`src/rtl/audio_pitch_detector.sv`:
```
// audio_pitch_detector: measures the half-period of a 1-bit square wave,
// normalises it to (octave, base half-period) and classifies it against the
// 12-entry note table.
// Optional build macro PITCH_AGREE_EN: publish a note only when two
// consecutive successful classifications agree on note and octave.
module audio_pitch_detector #(
    parameter int unsigned CNT_W = 16
) (
    input  logic             clk,
    input  logic             rst_n,
    input  logic             audio_in,
    output logic             note_valid,
    output logic [3:0]       note,
    output logic [2:0]       octave,
    output logic [CNT_W-1:0] half_period,
    output logic             silent,
    output logic             out_of_range
);

    localparam logic [CNT_W-1:0] CNT_MAX  = '1;
    localparam logic [CNT_W-1:0] CNT_ONE  = CNT_W'(1);
    localparam logic [CNT_W-1:0] NORM_LIM = CNT_W'(528);
    localparam logic [CNT_W-1:0] MIN_H    = CNT_W'(264);
    // Lower bounds of notes 0..10 on the normalised half-period; below the last is note 11
    localparam logic [9:0] NOTE_TH [11] = '{10'd497, 10'd469, 10'd444, 10'd419, 10'd395,
                                            10'd373, 10'd352, 10'd333, 10'd314, 10'd296,
                                            10'd279};

    typedef enum logic {M_IDLE, M_MEASURE} mstate_t;
    typedef enum logic [1:0] {C_IDLE, C_NORM, C_CLASS} cstate_t;

    mstate_t          mstate;
    cstate_t          cstate;
    logic             sync1, sync2, prev;
    logic [CNT_W-1:0] cnt;
    logic [CNT_W-1:0] h;
    logic [CNT_W-1:0] hcap;
    logic [3:0]       s;
    logic             toggle;
    logic             timeout;
    logic             start;
    logic [3:0]       note_lut;

`ifdef PITCH_AGREE_EN
    logic             cand_valid;
    logic [3:0]       cand_note;
    logic [2:0]       cand_oct;
`endif

    // Edge detect, timeout/start qualifiers and note lookup on the normalised half-period
    always_comb begin
        toggle   = (sync2 != prev);
        timeout  = (mstate == M_MEASURE) && !toggle && (cnt == CNT_MAX);
        start    = (mstate == M_MEASURE) && toggle && (cstate == C_IDLE);
        note_lut = 4'd0;
        for (int unsigned i = 0; i < 11; i++) begin
            if (h < CNT_W'(NOTE_TH[i])) note_lut = note_lut + 4'd1;
        end
    end

    // Input synchroniser and half-period measurement FSM
    always_ff @(posedge clk) begin
        if (!rst_n) begin
            sync1  <= 1'b0;
            sync2  <= 1'b0;
            prev   <= 1'b0;
            cnt    <= '0;
            silent <= 1'b1;
            mstate <= M_IDLE;
        end else begin
            sync1 <= audio_in;
            sync2 <= sync1;
            prev  <= sync2;
            case (mstate)
                M_IDLE: begin
                    if (toggle) begin
                        silent <= 1'b0;
                        cnt    <= CNT_ONE;
                        mstate <= M_MEASURE;
                    end
                end
                M_MEASURE: begin
                    // An edge on the saturation cycle takes priority over the timeout
                    if (toggle) begin
                        cnt <= CNT_ONE;
                    end else if (cnt == CNT_MAX) begin
                        silent <= 1'b1;
                        cnt    <= '0;
                        mstate <= M_IDLE;
                    end else begin
                        cnt <= cnt + CNT_ONE;
                    end
                end
                default: mstate <= M_IDLE;
            endcase
        end
    end

    // Classifier: normalise by halving, then classify and publish registered results
    always_ff @(posedge clk) begin
        if (!rst_n) begin
            cstate       <= C_IDLE;
            h            <= '0;
            hcap         <= '0;
            s            <= '0;
            note_valid   <= 1'b0;
            note         <= '0;
            octave       <= '0;
            half_period  <= '0;
            out_of_range <= 1'b0;
`ifdef PITCH_AGREE_EN
            cand_valid   <= 1'b0;
            cand_note    <= '0;
            cand_oct     <= '0;
`endif
        end else begin
            note_valid <= 1'b0;
            case (cstate)
                C_IDLE: begin
                    if (start) begin
                        h      <= cnt;
                        hcap   <= cnt;
                        s      <= '0;
                        cstate <= C_NORM;
                    end
                end
                C_NORM: begin
                    if (h >= NORM_LIM) begin
                        h <= h >> 1;
                        s <= (s == 4'hF) ? s : s + 4'd1;
                    end else begin
                        cstate <= C_CLASS;
                    end
                end
                C_CLASS: begin
                    cstate <= C_IDLE;
                    if (s > 4'd7 || h < MIN_H) begin
                        out_of_range <= 1'b1;
`ifdef PITCH_AGREE_EN
                        cand_valid   <= 1'b0;
`endif
                    end else begin
                        out_of_range <= 1'b0;
`ifdef PITCH_AGREE_EN
                        if (cand_valid && cand_note == note_lut && cand_oct == s[2:0]) begin
                            note_valid  <= 1'b1;
                            note        <= note_lut;
                            octave      <= s[2:0];
                            half_period <= hcap;
                        end
                        cand_valid <= 1'b1;
                        cand_note  <= note_lut;
                        cand_oct   <= s[2:0];
`else
                        note_valid  <= 1'b1;
                        note        <= note_lut;
                        octave      <= s[2:0];
                        half_period <= hcap;
`endif
                    end
                end
                default: cstate <= C_IDLE;
            endcase
`ifdef PITCH_AGREE_EN
            // Going silent forgets any pending candidate
            if (timeout) cand_valid <= 1'b0;
`endif
        end
    end

endmodule

```
`config.mk`:
```
export PLATFORM = sky130hd
export DESIGN_NAME = audio_pitch_detector
export DESIGN_NICKNAME = d
export VERILOG_FILES = /design/src/rtl/audio_pitch_detector.sv
export SDC_FILE = /design/constraint.sdc
export NUM_CORES = 1
export LEC_CHECK = 0
export ABC_AREA = 0
export CAP_MARGIN = 20
export CORE_MARGIN = 2
export CORE_UTILIZATION = 51
export DETAILED_ROUTE_END_ITERATION = 8
export PLACE_DENSITY = 0.73
export SLEW_MARGIN = 15
export SYNTH_ARGS = -nofsm -noshare
export SYNTH_HDL_FRONTEND = slang
export SYNTH_SLANG_ARGS = --single-unit
```
`constraint.sdc`:
```
create_clock -name clk -period 7.6 [get_ports clk]
set_clock_uncertainty 0.1 [all_clocks]
set_input_delay 0.76 -clock clk [delete_from_list [all_inputs] [get_ports clk]]
set_output_delay 0.76 -clock clk [all_outputs]
set_load 0.01 [all_outputs]
```
==> results of run 1 <==
-- per-layer routing --
layer | GRT usage | wire, um | vias up
met4 | 0.0636 | 118 | 0
met2 | 0.369 | 5200 | 73
li1 | - | - | 2192
met5 | 0 | 0 | -
met1 | 0.313 | 5480 | 2103
met3 | 0.0414 | 357 | 13
-- path summary, 6_finish.rpt --
kind / from / to / slack, ns / cells past startpoint
max: h[10] / note[3] / 0.59 / 32
max reg2reg: h[10] / note[3] / 0.59 / 32
min: sync1 / sync2 / 0.34 / 1
min reg2reg: sync1 / sync2 / 0.34 / 1
-- registers in the layout (all words and copies together) (netlist names) --
name          flops
sync2             1
prev              1
hcap             16
cstate            2
cnt              16
sync1             1
octave            3
s                 4
out_of_range      1
mstate            1
half_period      16
note_valid        1
h                16
note              4
silent            1
-- power by group --
part / switching [mW] / internal [mW] / total, mW
Sequential: 0.00913 / 0.445 / 0.454
Combinational: 0.336 / 0.265 / 0.601
Clock: 0.146 / 0.159 / 0.305
Total: 0.492 / 0.869 / 1.36
-- Yosys cell counts (all sizes together) (17+ instances only) --
cell type	n	area, um2
nand2	124	468
dfxtp	84	1680
a21boi	39	293
clkbuf	31	116
o21ai	27	135
nor2	22	101
a21oi	20	100
mux2i	19	190
nand3	17	90.1
o211a	17	170
-- worst max-delay path, delay by kind of cell (launching register included) --
kind	cells	cell delay, ns
fa+ha+maj	5	1.46
simple gates	13	2.93
compound gates	10	1.46
xor+xnor	2	0.49
buf+inv	2	0.15
flops	1	0.35
-- stage by stage --
stage / utilization / setup slack, ns / area [um2] / power (mW) / hold slack, ns
2_1_floorplan: - / 1.30 / 4950 / 0.957 / 0.312
3_3_place_gp: 0.565 / 0.989 / 5270 / 1.04 / 0.322
3_5_place_dp: 0.565 / 0.699 / 5270 / 1.05 / 0.318
4_1_cts: 0.584 / 0.615 / 5450 / 1.36 / 0.350
5_1_grt: 0.586 / 0.00653 / 5470 / 1.45 / 0.369
6_report: 0.586 / 0.589 / 5470 / 1.36 / 0.344
-- kinds of logic (layout without fill, tap and decap cells) --
logic type / after synthesis / after routing / synth area share
adders and majority gates: 11 / 11 / 0.0278
and+or+nand+nor: 266 / 266 / 0.275
DFF: 84 / 84 / 0.340
buffers and inverters: 56 / 63 / 0.0452
xor gates and xnor gates: 20 / 20 / 0.0430
AOI/OAI and AO/OA: 155 / 155 / 0.231
muxes: 19 / 19 / 0.0384
-- timing repair --
action / 4_1_cts / 5_1_grt
hold buffers: 0 / 0
endpoints found under the setup margin: 0 / 2
gates resized for setup: 0 / 2
hold endpoints to repair: 0 / 0
-- layout make-up --
| type | count | area [um2] | area share |
|---|---|---|---|
| Timing Repair Buffer | 34 | 328 | 0.0599 |
| Sequential cell | 84 | 1680 | 0.308 |
| Tap cell | 129 | 161 | 0.0295 |
| Multi-Input combinational cell | 471 | 3060 | 0.560 |
| Inverter | 14 | 52.6 | 0.00961 |
| Clock inverter | 2 | 35.0 | 0.00641 |
| Clock buffer | 13 | 149 | 0.0272 |
==> results.md, run 1 <==
- Number of synthesized flops with an enable pin: 0
- CTS tree: built
- Total grt overflow: 0
- Die area: 10500 um2
- Share of layout cells above drive strength 1: 0.0744
- Post-synth ARST share: 0
- Core box area: 9330 um2
- Setup CP Type: flop to flop
- Seq/Total Area, Yosys: 0.340
- Synth unique cells: 76
- Critical Path End Type: flop
- Fin cells: 747
- Leakage: 2.13 nW
- RSZ-0062 raised after global routing: no
- Synth-to-Final Area Change: 10.5%
- Post-Place Cells: 731
- Die Wd: between 100 and 150 um
- First-pass GRT wire length: ~19000 um
- Total track usage: 0.228
- Final setup fails: 0
- Row cnt: 35
- # Max-Cap Violations: 0
- Ys flop type: dfxtp_1
- Die Span Y: just over 100 um
- Number of top-level pins: 29
- Total negative slack: 0 ns
- DRT iter0 DRCs: 260
- Post-Route WL: 11100 um
- Syn Area/Cell: 8.10 um2
- Mapped Cells: 611
- Htree depth: 3
- Final Hold Vio Count: 0
- Vias per cell: just under 6
- Routability congestion estimate: 0.934
- Slowest-stage cell, CP: or4_4
- Critical path required time: ~8 ns
- Largest net degree at the start of global routing: 81
- CTS sink count: 84
- Via Count: 4381
- CTS root buffer: clkbuf_8
- First-pass DRT Iterations: 7
- Max-slew headroom: 0.362
- Fin nets: around 630
- Drc violations: 0
- I/O Buffers: 28
- Final HPWL DP: roughly 8000 um
- Worst IR Drop VDD: ~0.00011 V
- Worst-margin pin slew: 0.954 ns
- Min Tclk post-route: 7.01 ns
- Worst-path maximum fanout: 18
- Worst-case clock buffer depth: 2
- WL/cell: 14.9 um
- Ys Warns: 0
- CTS buffer count: 9
- Initial antenna violation count: 0
- Antenna Nets Post-Route: 0
- Clock-pin transition on the worst setup and hold timing paths: about 0.080 ns
- Final Max Tran Viols: 0
- Worst EP arrival: 7.21 ns
- Worst Hold Class: flop to flop
- Fmax achieved: roughly 0.14 GHz
- Diodes inserted: 0
- Starting density of the core: 0.531
- Outcome: finished, final reports clean
- Tcrit/Tclk final: 0.922
- Fillers: 843
- Synth Register Bits: 84
- Most common cell after layout, fill and taps aside: nand2_1
- Max incr delay on CP: about 0.6 ns
- Synthesized Nets: 625
- Power per cell area: around 250 nW/um2
- Critical path startpoint category: flop
- Most frequent CP cell: ha_1
- Commonest cells after routing, fill and taps aside: 122 x nand2_1, 83 x dfxtp_1, 38 x a21boi_0, 27 x clkdlybuf4s50_1, 24 x o21ai_0
- Setup repair bufs after CTS: 0
- Clock Latency Late Sink: 0.35 ns
- Vias in the first global route: roughly 4100
- Synth Cell Area: 4950 um2
(Power assumes the default switching activity.)
==> run 2, diff against run 1 <==
--- a/config.mk
+++ b/config.mk
@@ -9,8 +9,10 @@
 export CAP_MARGIN = 20
 export CORE_MARGIN = 2
 export CORE_UTILIZATION = 51
+export CTS_CLUSTER_SIZE = 28
 export DETAILED_ROUTE_END_ITERATION = 8
-export PLACE_DENSITY = 0.73
+export PLACE_DENSITY = 0.7
+export SETUP_SLACK_MARGIN = 0.1
 export SLEW_MARGIN = 15
 export SYNTH_ARGS = -nofsm -noshare
 export SYNTH_HDL_FRONTEND = slang
==> run 2 against run 1 <==
Count of clock-buffer cells in the layout is 4 lower. Worst setup slack better by 0.11 ns. Sequential share of layout area is 0.14 points lower. Largest cell class unchanged. Largest power group unchanged. Highest routed layer unchanged.
==> results.md, run 2 (same netlist as run 1, synthesis figures left out) <==
- Layout Utilization: 0.589 (was 0.586)
- CTS buffer count: 9 (unchanged)
- Final WS setup: 0.696 ns (was 0.589 ns)
- Worst Hold Class: flop to flop (unchanged)
- Core box area: 9330 um2 (unchanged)
- Worst IR Drop VDD: 0.000117 V (was 0.000107 V)
- Critical path startpoint category: flop (unchanged)
- Initial antenna violation count: 0 (unchanged)
- Largest net degree at the start of global routing: 81 (unchanged)
- Commonest cells after routing, fill and taps aside: 122 x nand2_1, 84 x dfxtp_1, 38 x a21boi_0, 27 x clkdlybuf4s50_1, 24 x o21ai_0 (was 122 x nand2_1, 83 x dfxtp_1, 38 x a21boi_0, 27 x clkdlybuf4s50_1, 24 x o21ai_0)
- I/O Buffers: 28 (unchanged)
- Critical path required time: 7.80 ns (about the same)
- Max-slew headroom: 0.276 (was 0.362)
- Total grt overflow: 0 (unchanged)
- Power per cell area: 255 nW/um2 (was 249 nW/um2)
- Fin cells: 747 (unchanged)
- Starting density of the core: 0.531 (unchanged)
- # Max-Cap Violations: 0 (unchanged)
- Die Wd: 103 um (unchanged)
- Antenna Nets Post-Route: 0 (unchanged)
- DRT iter0 DRCs: 224 (was 260)
- RSZ-0062 raised after global routing: no (unchanged)
- Synth-to-Final Area Change: 10.9% (was 10.5%)
- Pint: 896 uW (was 869 uW)
- Critical Path End Type: flop (unchanged)
- First-pass DRT Iterations: 5 (was 7)
- Sw frac: 0.360 (was 0.361)
- Most frequent CP cell: ha_1 (unchanged)
- Max incr delay on CP: 0.60 ns (about the same)
- Pre-CTS WS: 0.749 ns (was 0.699 ns)
- Combinational group share of total power: 0.424 (was 0.442)
- Setup CP Type: flop to flop (unchanged)
- Fmax achieved: 0.145 GHz (was 0.143 GHz)
- Worst-case clock buffer depth: 2 (unchanged)
- Worst-path maximum fanout: 18 (unchanged)
- First-pass GRT wire length: 18600 um (was 19300 um)
- Worst EP arrival: 7.10 ns (was 7.21 ns)
- Vias in the first global route: 3859 (was 4071)
- Diodes inserted: 0 (unchanged)
- Leakage: 2.13 nW (about the same)
- CTS sink count: 84 (unchanged)
- Share of layout cells above drive strength 1: 0.0777 (was 0.0744)
- Post-Place Cells: 731 (unchanged)
- CTS root buffer: clkbuf_8 (unchanged)
- Min Tclk post-route: 6.90 ns (was 7.01 ns)
- Drc violations: 0 (unchanged)
- Outcome: finished, final reports clean (unchanged)
- Post-Route WL: 10900 um (was 11100 um)
- Fin nets: 627 (was 628)
- Vias per cell: 5.82 (was 5.86)
- Share of power burned in registers: 0.324 (was 0.334)
- Clock-pin transition on the worst setup and hold timing paths: 0.09 ns (was 0.08 ns)
- WL/cell: 14.6 um (was 14.9 um)
- Clock Latency Late Sink: 0.35 ns (about the same)
- Die area: 10500 um2 (unchanged)
- Number of top-level pins: 29 (unchanged)
- Slowest-stage cell, CP: or4_4 (unchanged)
- Tcrit/Tclk final: 0.908 (was 0.922)
- Routability congestion estimate: 0.912 (was 0.934)
- Final setup fails: 0 (unchanged)
- Via Count: 4350 (was 4381)
- Placement Cell Area: 5270 um2 (unchanged)
- Final Max Tran Viols: 0 (unchanged)
- Worst-margin pin slew: 1.08 ns (was 0.954 ns)
- CTS tree: built (unchanged)
- Row cnt: 35 (unchanged)
- Psw: 505 uW (was 492 uW)
- Total negative slack: 0 ns (unchanged)
- Most common cell after layout, fill and taps aside: nand2_1 (unchanged)
- Finished Cell Area: 5490 um2 (was 5470 um2)
- Htree depth: 3 (unchanged)
- Final Hold Vio Count: 0 (unchanged)
- Final HPWL DP: 7840 um (was 7890 um)
- Hold_ws: 0.360 ns (was 0.344 ns)
- Total track usage: 0.219 (was 0.228)
- Clock power share: 0.252 (was 0.224)
- Die Span Y: 103 um (unchanged)
- Power Total: 1.40 mW (was 1.36 mW)
-- run 2: routing by layer --
metal	wire, um	GRT usage	vias to the layer above
met5	0	0	-
met4	142	0.0626	0
met3	386	0.0420	13
met2	4910	0.333	73
met1	5460	0.318	2066
li1	-	-	2198
-- run 2: path summary, 6_finish.rpt --
kind	from	slack, ns	cells past startpoint	end
setup / recovery	h[10]	0.70	32	note[3]
hold / removal	sync1	0.36	1	sync2
setup reg to reg	h[10]	0.70	32	note[3]
hold reg to reg	sync1	0.36	1	sync2
-- run 2: power by group through the flow --
stage | sequential (mW) | clock (mW) | combinational [mW]
floorplan | 0.458 | 0 | 0.499
global placement | 0.463 | 0 | 0.574
detailed placement | 0.464 | 0 | 0.587
CTS | 0.453 | 0.363 | 0.589
global route | 0.455 | 0.378 | 0.659
finish | 0.454 | 0.354 | 0.593
-- run 2: layout make-up --
cell class / count / area, um2
inverter: 14 / 52.6
timing repair buffer: 33 / 313
multi-input combinational: 471 / 3060
clock inverter: 7 / 97.6
tap: 129 / 161
sequential: 84 / 1680
clock buffer: 9 / 124
fill: 873 / 3840
-- run 2: worst max-delay path, delay by kind of cell (launching register included) --
family,cells,cell delay [ns]
flops,1,0.35
buf+inv,2,0.15
compound gates,10,1.48
simple gates,13,2.89
fa+ha+maj,5,1.45
xor+xnor,2,0.45
-- run 2: what timing repair did --
action                                  4_1_cts  5_1_grt
buffers inserted                              0        0
hold buffers                                  0        0
endpoints found under the setup margin        0        1
hold endpoints to repair                      0        0
gates resized for setup                       0        1
